### src/rtl/dbus_pkg.sv
// Shared types and constants for the single-outstanding data-bus demultiplexer.
package dbus_pkg;

  typedef enum logic [1:0] {
    StIdle,
    StReq,
    StRsp,
    StErr
  } dbus_state_e;

  typedef logic [1:0] dbus_sel_t;

  localparam logic [3:0] MaskByte0 = 4'b0001;
  localparam logic [3:0] MaskByte1 = 4'b0010;
  localparam logic [3:0] MaskByte2 = 4'b0100;
  localparam logic [3:0] MaskByte3 = 4'b1000;
  localparam logic [3:0] MaskHalf0 = 4'b0011;
  localparam logic [3:0] MaskHalf1 = 4'b1100;
  localparam logic [3:0] MaskWord  = 4'b1111;

  // True when the byte-enable pattern is legal and naturally aligned to the address.
  function automatic logic mask_ok(input logic [3:0] mask, input logic [1:0] addr_lo);
    logic ok;
    case (mask)
      MaskByte0, MaskByte1, MaskByte2, MaskByte3: ok = 1'b1;
      MaskHalf0, MaskHalf1:                       ok = ~addr_lo[0];
      MaskWord:                                   ok = (addr_lo == 2'b00);
      default:                                    ok = 1'b0;
    endcase
    return ok;
  endfunction

endpackage

### src/rtl/mux_4x1.sv
// Generic 4:1 multiplexer.
module mux_4x1 #(
  parameter int unsigned WIDTH = 32
) (
  input  logic [WIDTH-1:0] in0,
  input  logic [WIDTH-1:0] in1,
  input  logic [WIDTH-1:0] in2,
  input  logic [WIDTH-1:0] in3,
  input  logic [1:0]       select_line,
  output logic [WIDTH-1:0] out
);

  always_comb begin
    case (select_line)
      2'd0:    out = in0;
      2'd1:    out = in1;
      2'd2:    out = in2;
      default: out = in3;
    endcase
  end

endmodule

### src/rtl/dbus_demux_1x4.sv
// One-to-four data-bus demultiplexer: address-decoded routing to four slaves with mask
// checking, a per-transaction timeout and exactly one outstanding request.
module dbus_demux_1x4
  import dbus_pkg::*;
#(
  parameter int unsigned TIMEOUT   = 255,
  parameter logic [3:0]  REGION_EN = 4'b1111
) (
  input  logic        clk,
  input  logic        rst,
  input  logic        req_valid,
  output logic        req_ready,
  input  logic [31:0] req_addr,
  input  logic [31:0] req_wdata,
  input  logic        req_we,
  input  logic [3:0]  req_mask,
  output logic        rsp_valid,
  output logic [31:0] rsp_rdata,
  output logic        rsp_err,
  output logic [3:0]  slv_valid,
  input  logic [3:0]  slv_ready,
  output logic [31:0] slv_addr,
  output logic [31:0] slv_wdata,
  output logic        slv_we,
  output logic [3:0]  slv_mask,
  input  logic [3:0]  slv_rsp_valid,
  input  logic [31:0] slv_rdata0,
  input  logic [31:0] slv_rdata1,
  input  logic [31:0] slv_rdata2,
  input  logic [31:0] slv_rdata3
);

  localparam int unsigned    CntW   = (TIMEOUT < 1) ? 1 : $clog2(TIMEOUT + 1);
  localparam logic [CntW-1:0] CntMax = CntW'(TIMEOUT);

  dbus_state_e     state_q, state_d;
  logic [CntW-1:0] cnt_q, cnt_d;
  logic [31:0]     addr_q, wdata_q;
  logic            we_q;
  logic [3:0]      mask_q;
  dbus_sel_t       sel_q;
  dbus_sel_t       sel_req;
  logic            ready_en_q;
  logic            rsp_valid_q, rsp_valid_d;
  logic            rsp_err_q, rsp_err_d;
  logic [31:0]     rsp_rdata_q, rsp_rdata_d;
  logic [31:0]     mux_rdata;
  logic            accept;
  logic            timed_out;

  assign sel_req   = req_addr[31:30];
  // Held low until the first edge after reset so nothing is accepted while rst is high.
  assign req_ready = (state_q == StIdle) & ready_en_q;
  assign accept    = req_valid & req_ready;
  assign timed_out = (cnt_q == CntMax);

  mux_4x1 #(
    .WIDTH(32)
  ) u_rdata_mux (
    .in0        (slv_rdata0),
    .in1        (slv_rdata1),
    .in2        (slv_rdata2),
    .in3        (slv_rdata3),
    .select_line(sel_q),
    .out        (mux_rdata)
  );

  always_comb begin
    state_d     = state_q;
    cnt_d       = cnt_q;
    rsp_valid_d = 1'b0;
    rsp_err_d   = rsp_err_q;
    rsp_rdata_d = rsp_rdata_q;
    case (state_q)
      StIdle: begin
        if (accept) begin
          cnt_d = '0;
          if (!REGION_EN[sel_req] || !mask_ok(req_mask, req_addr[1:0])) begin
            state_d = StErr;
          end else begin
            state_d = StReq;
          end
        end
      end
      StReq: begin
        if (!timed_out) cnt_d = cnt_q + CntW'(1);
        // Timeout wins over a handshake arriving in the same cycle.
        if (timed_out) begin
          state_d = StErr;
        end else if (slv_ready[sel_q]) begin
          state_d = StRsp;
        end
      end
      StRsp: begin
        if (!timed_out) cnt_d = cnt_q + CntW'(1);
        if (timed_out) begin
          state_d = StErr;
        end else if (slv_rsp_valid[sel_q]) begin
          state_d     = StIdle;
          rsp_valid_d = 1'b1;
          rsp_err_d   = 1'b0;
          rsp_rdata_d = we_q ? 32'd0 : mux_rdata;
        end
      end
      StErr: begin
        state_d     = StIdle;
        rsp_valid_d = 1'b1;
        rsp_err_d   = 1'b1;
        rsp_rdata_d = 32'd0;
      end
      default: state_d = StIdle;
    endcase
  end

  always_ff @(posedge clk or posedge rst) begin
    if (rst) begin
      state_q     <= StIdle;
      cnt_q       <= '0;
      ready_en_q  <= 1'b0;
      rsp_valid_q <= 1'b0;
      rsp_err_q   <= 1'b0;
      rsp_rdata_q <= 32'd0;
    end else begin
      state_q     <= state_d;
      cnt_q       <= cnt_d;
      ready_en_q  <= 1'b1;
      rsp_valid_q <= rsp_valid_d;
      rsp_err_q   <= rsp_err_d;
      rsp_rdata_q <= rsp_rdata_d;
    end
  end

  always_ff @(posedge clk or posedge rst) begin
    if (rst) begin
      addr_q  <= 32'd0;
      wdata_q <= 32'd0;
      we_q    <= 1'b0;
      mask_q  <= 4'd0;
      sel_q   <= 2'd0;
    end else if (accept) begin
      addr_q  <= req_addr;
      wdata_q <= req_wdata;
      we_q    <= req_we;
      mask_q  <= req_mask;
      sel_q   <= sel_req;
    end
  end

  assign slv_valid = (state_q == StReq) ? (4'b0001 << sel_q) : 4'b0000;
  assign slv_addr  = addr_q;
  assign slv_wdata = wdata_q;
  assign slv_we    = we_q;
  assign slv_mask  = mask_q;

  assign rsp_valid = rsp_valid_q;
  assign rsp_err   = rsp_err_q;
  assign rsp_rdata = rsp_rdata_q;

endmodule
### config.mk
export PLATFORM = sky130hd
export DESIGN_NAME = dbus_demux_1x4
export DESIGN_NICKNAME = d
export VERILOG_FILES = /design/src/rtl/dbus_pkg.sv /design/src/rtl/mux_4x1.sv /design/src/rtl/dbus_demux_1x4.sv
export SDC_FILE = /design/constraint.sdc
export NUM_CORES = 1
export LEC_CHECK = 0
export CORE_ASPECT_RATIO = 1.25
export CORE_UTILIZATION = 39
export CTS_CLUSTER_SIZE = 14
export DETAILED_ROUTE_END_ITERATION = 10
export PLACE_DENSITY_LB_ADDON = 0.15
export SLEW_MARGIN = 20
export SYNTH_ARGS = -nofsm -noshare
export SYNTH_HDL_FRONTEND = slang
export SYNTH_SLANG_ARGS = --single-unit
### constraint.sdc
create_clock -name clk -period 6.35 [get_ports clk]
set_clock_uncertainty 0.15 [all_clocks]
set_input_delay 1.905 -clock clk [delete_from_list [all_inputs] [get_ports clk]]
set_output_delay 1.905 -clock clk [all_outputs]
set_load 0.01 [all_outputs]
* Word level (Yosys, flattened, before mapping) *
Cells that the tools add are included.

operators by class
  order comparisons = 2
  bitwise operators = 3
  muxes and demuxes = 31
  reduce and logical (&&, ||, !) cells = 14
  add/subtract/negate cells = 1
  shifts and indexed selects = 1
  eq/ne operators = 19

operators with widths
  cell                                                        number
  two-way mux 32 bit                                          3
  one-hot mux 32 bit (3 select lines)                         1
  one-hot mux 32 bit (2 select lines)                         1
  two-way mux 8 bit                                           2
  one-hot mux 8 bit (2 select lines)                          1
  == test 4 bit, second input constant                        3
  two-way mux 2 bit                                           6
  two-way mux 1 bit                                           9
  AND reduction 3 bit                                         3
  adder 8 x 1 -> 8 bit, second input constant                 1
  == test 4 x 2 -> 1 bit, second input constant               2
  == test 8 bit, second input constant                        1
  != test 2 bit, second input constant                        4
  one-hot mux 2 bit (4 select lines)                          1
  binary-select mux 1 bit (select 2 bit)                      3
  == test 2 bit, second input constant                        3
  zero test 2 bit                                             3
  less-than comparator 2 x 3 -> 1 bit, second input constant  2
  != test 3 bit, second input constant                        2
  == test 2 x 1 -> 1 bit, second input constant               2
  == test 4 x 1 -> 1 bit, second input constant               1
  == test 4 x 3 -> 1 bit, second input constant               1
  two-way mux 4 bit                                           1
  one-hot mux 1 bit (2 select lines)                          2
  9 further kinds                                             13

storage, ports and cells
  register bits = 116
  output and inout bits = 108
  word-level logic and storage cells = 82
  input bits = 208

* Depth between registers and ports, before layout *
  word-level depth = 10
  depth in mapped cells = 7
  mapped depth without buffers = 7

* Cells and area by module *
A second synthesis with hierarchy kept.

second synthesis, totals
  cells, all modules = 571
  area, all modules = 5745.5 um^2

by module, submodules not included
  module          sequential area each (um^2)  times used  area an instance (um^2)  cells an instance
  dbus_demux_1x4  2852.7                       1           4931.0                   532
  mux_4x1         0.0                          1           814.5                    39

* Worst setup path after synthesis *
OpenSTA, ideal clock, no wires.

  path kind = input -> register
  from = input port slv_rsp_valid[3]
  to = register rsp_rdata_q[0], in the netlist rsp_rdata[0]
  arrival time = 3.064 ns
  stages = 5
  slack = 3.010 ns
  path buffers = 1
  required time = 6.075 ns
  setup time = 0.125 ns
  cells stage by stage = mux4_2 -> nand3_2 -> o21ai_4 -> buf_12 -> mux2_4

on the way
  cells in the longest elaborated chain, start to end = 4

RTL lines
  item                                     line                   RTL
  from (decl)                              dbus_demux_1x4.sv:26   input logic [3:0] slv_rsp_valid,
  binary-select mux 1 bit (select 2 bit)   dbus_demux_1x4.sv:98   end else if (slv_rsp_valid[sel_q]) begin
  two-way mux 1 bit (implied by the code)  dbus_demux_1x4.sv:98
  != test 2 bit (no source line)           --
  AND reduction 3 bit (no source line)     --
  to (signal assigned)                     dbus_demux_1x4.sv:129  rsp_rdata_q <= rsp_rdata_d;
  to (decl)                                dbus_demux_1x4.sv:46   logic [31:0] rsp_rdata_q, rsp_rdata_d;

No other way between the ends. The select of a mux whose other input is x is not followed.
A chain may end at the register's enable or synchronous reset.

==> impl_metrics.toml <==
[worst_setup_path]
critPathKind = "register to output port"
crit_path_end_kind = "output port"
crit_required_ns = 4.30
cp-start-kind = "register"
crit_path_max_fanout = 40
worstPathArrival_ns = 2.22

[routing]
avgRoutedWirePerCell_um = 19.9
antenna_left = 0
vias_per_cell = 5.16
maxUsedRoutingLayer = "met5"
wirelength_um = 17700
route.met3.wl_um = 1610
wl_met2_um = 9120
drc = 0
drtIter0Drc = 150
first_pass_iters = 5
wl_met1_um = 6520
vias = 4600

[synthesis]
ys_ff_latch = 114
syn_inst = 385
netlist-cell-type-count = 43
ys.flop_type = "dfrtp_1"
synth.avg_cell_area_um2 = 15.0
synth_warnings = 0
syn_nets = 599
syn_area_mm2 = 0.00577
synth_seq_area_share_pct = 49.4
synth_edf_count = 0
asyncSetResetFlopFracSynth_pct = 100

[cts]
cts_made_buffers = 17
cts_tree = "built"
insertion_delay_ns = 0.41
cts_num_sinks = 114
cts-root-buf = "clkbuf_16"
postCtsSetupBuffers = 0
cts-hold-fix-buffers = 0
cts_max_path_buffers = 2
path_clk_slew_ns = 0.05
cts_resized = 0
htreeDepth = 4

[sta]
hold_ws_ns = 0.329
relSlewSlack_pct = 31.9
setup_viol = 0
tightest_slew_ns = 1.02
period_needed_ns = 4.28
setup_slack_ns = 2.07
rsz0062_at_grt = "false"
hold_violations = 0
finalMaxSlewViolations = 0
fmax_mhz = 234
period_share_pct = 67.4
tns_ns = 0

[outcome]
status = "finished, final reports clean"

[placed_design]
placed_cell_area_mm2 = 0.00903
io_buffers = 315
dp_slack_ns = 1.76
hpwl_um = 13300
gp_congestion = 0.816

[global_route]
grt_max_degree = 84
grt_usage_pct = 23.8
antenna_found_initial = 1
grt_remaining_overflow = 0
grt_pass1_vias = 5090
grt_pass1_wl_um = 27800

[run]
maxCapViolCount = 0

[floorplan]
fp.dieArea_mm2 = 0.0153
die_x_um = 111
pin_count = 316
die_y_um = 138
num_rows = 49
core_mm2 = 0.0144
start_util_pct = 40.1

[power_and_ir_drop]
seq_power_share_pct = 29.6
switching_share_pct = 32.9
finalPower_uw = 4470
p_int_uw = 3000
p_per_area_mw_per_mm2 = 465
leakage_uw = 0.00397
p_comb_share_pct = 50.1
peakVddDrop_v = 0.000236
power.share.clock_pct = 20.3
p_switching_uw = 1470

[final_layout]
nFillCells = 1113
nNetsFinal = 915
drive_above_1_share_pct = 24.9
multi_input_area_mm2 = 0.00275
regArea_mm2 = 0.00286
diodes = 0
syn_to_final_growth_pct = 66.3
postLayoutCellArea_mm2 = 0.00961

[worst_hold_path]
hp-class = "register to register"
synth_stat cells (all sizes together) (5+ instances only):
library cell | number | area share [%]
nand2 | 8 | 0.52
buf | 9 | 2.0
nor2b | 33 | 3.6
nor2 | 11 | 0.72
clkbuf | 12 | 0.78
mux2 | 102 | 22
o21ai | 8 | 0.89
inv | 7 | 0.46
nand3 | 5 | 0.52
dfrtp | 114 | 49
mux4 | 34 | 13
ha | 6 | 1.3
worst max-delay path, cell delays in order (launching register included):
cell and delay (ns):
dfrtp_2 1.00, and3_1 0.28, clkdlybuf4s50_1 0.53
layer usage:
| layer | vias to the layer above | GRT usage (%) |
|---|---|---|
| met3 | 27 | 8.86 |
| met5 | - | 0 |
| met4 | 2 | 9.96 |
| met2 | 245 | 41.4 |
| met1 | 2277 | 26.0 |
| li1 | 2049 | - |
per-stage QoR:
step | instances | util [%]
global placement | 860 | 62.7
floorplan | 385 | -
CTS | 892 | 66.7
global route | 892 | 66.7
detailed placement | 860 | 62.7
finish | 892 | 66.7
path summary, 6_finish.rpt:
path,startpoint,to,slack (ns),depth (start not counted)
max in group asynchronous,rst,slv_wdata[14]$_DFFE_PP0P_,3.24,3
min,rsp_err$_DFFE_PP0P_,rsp_err$_DFFE_PP0P_,0.33,1
min reg2reg,rsp_err$_DFFE_PP0P_,rsp_err$_DFFE_PP0P_,0.33,1
min in group asynchronous,rst,slv_addr[6]$_DFFE_PP0P_,1.85,2
max,slv_addr[31]$_DFFE_PP0P_,slv_valid[3],2.07,2
max reg2reg,state_q[0]$_DFFE_PP0P_,cnt_q[3]$_DFFE_PP0P_,3.37,6
flip-flops by register name, indices dropped and copies added (netlist names):
| name | count |
|---|---|
| rsp_rdata | 32 |
| rsp_valid | 1 |
| slv_wdata | 32 |
| rsp_err | 1 |
| ready_en_q | 1 |
| slv_addr | 32 |
| state_q | 2 |
| cnt_q | 8 |
| slv_mask | 4 |
| slv_we | 1 |
kinds of logic after synthesis:
| kind of cell | synth area share (%) |
|---|---|
| buffers and inverters | 3.21 |
| other | 0.0649 |
| AND/OR/NAND/NOR | 7.56 |
| AO/OA/AOI/OAI | 2.36 |
| adder cells (fa/ha/maj) | 1.30 |
| flip-flops | 49.4 |
| multiplexers | 35.3 |
| XOR/XNOR | 0.759 |
power groups by stage:
| stage | clock (µW) | combinational [µW] | sequential (µW) |
|---|---|---|---|
| finish | 906 | 2240 | 1320 |
| detailed placement | 0 | 2240 | 1330 |
| global placement | 0 | 2210 | 1310 |
| CTS | 927 | 2260 | 1330 |
| global route | 960 | 2390 | 1370 |
| floorplan | 0 | 1190 | 1390 |
cell usage in the layout, fill, tap and decap left out, types with 4 or more instances in the layout:
cell / instances
clkdlybuf4s50_1: 315
dfrtp_1: 112
mux2_2: 72
mux4_2: 33
nor2b_1: 33
mux2_4: 30
clkbuf_16: 17
nor2_1: 11
nand2_1: 8
o21ai_0: 7
inv_1: 6
ha_1: 6
clkinv_4: 5
inv_6: 4
cell type report:
class,count,area share [%]
repair buffers,318,33.1
flip-flops and latches,114,29.7
multi-input cells,243,28.6
clock buffers,18,4.57
well taps,178,2.32
clock inverters,14,1.38
inverters,7,0.326
No activity file was read; power rests on OpenSTA's default activity.
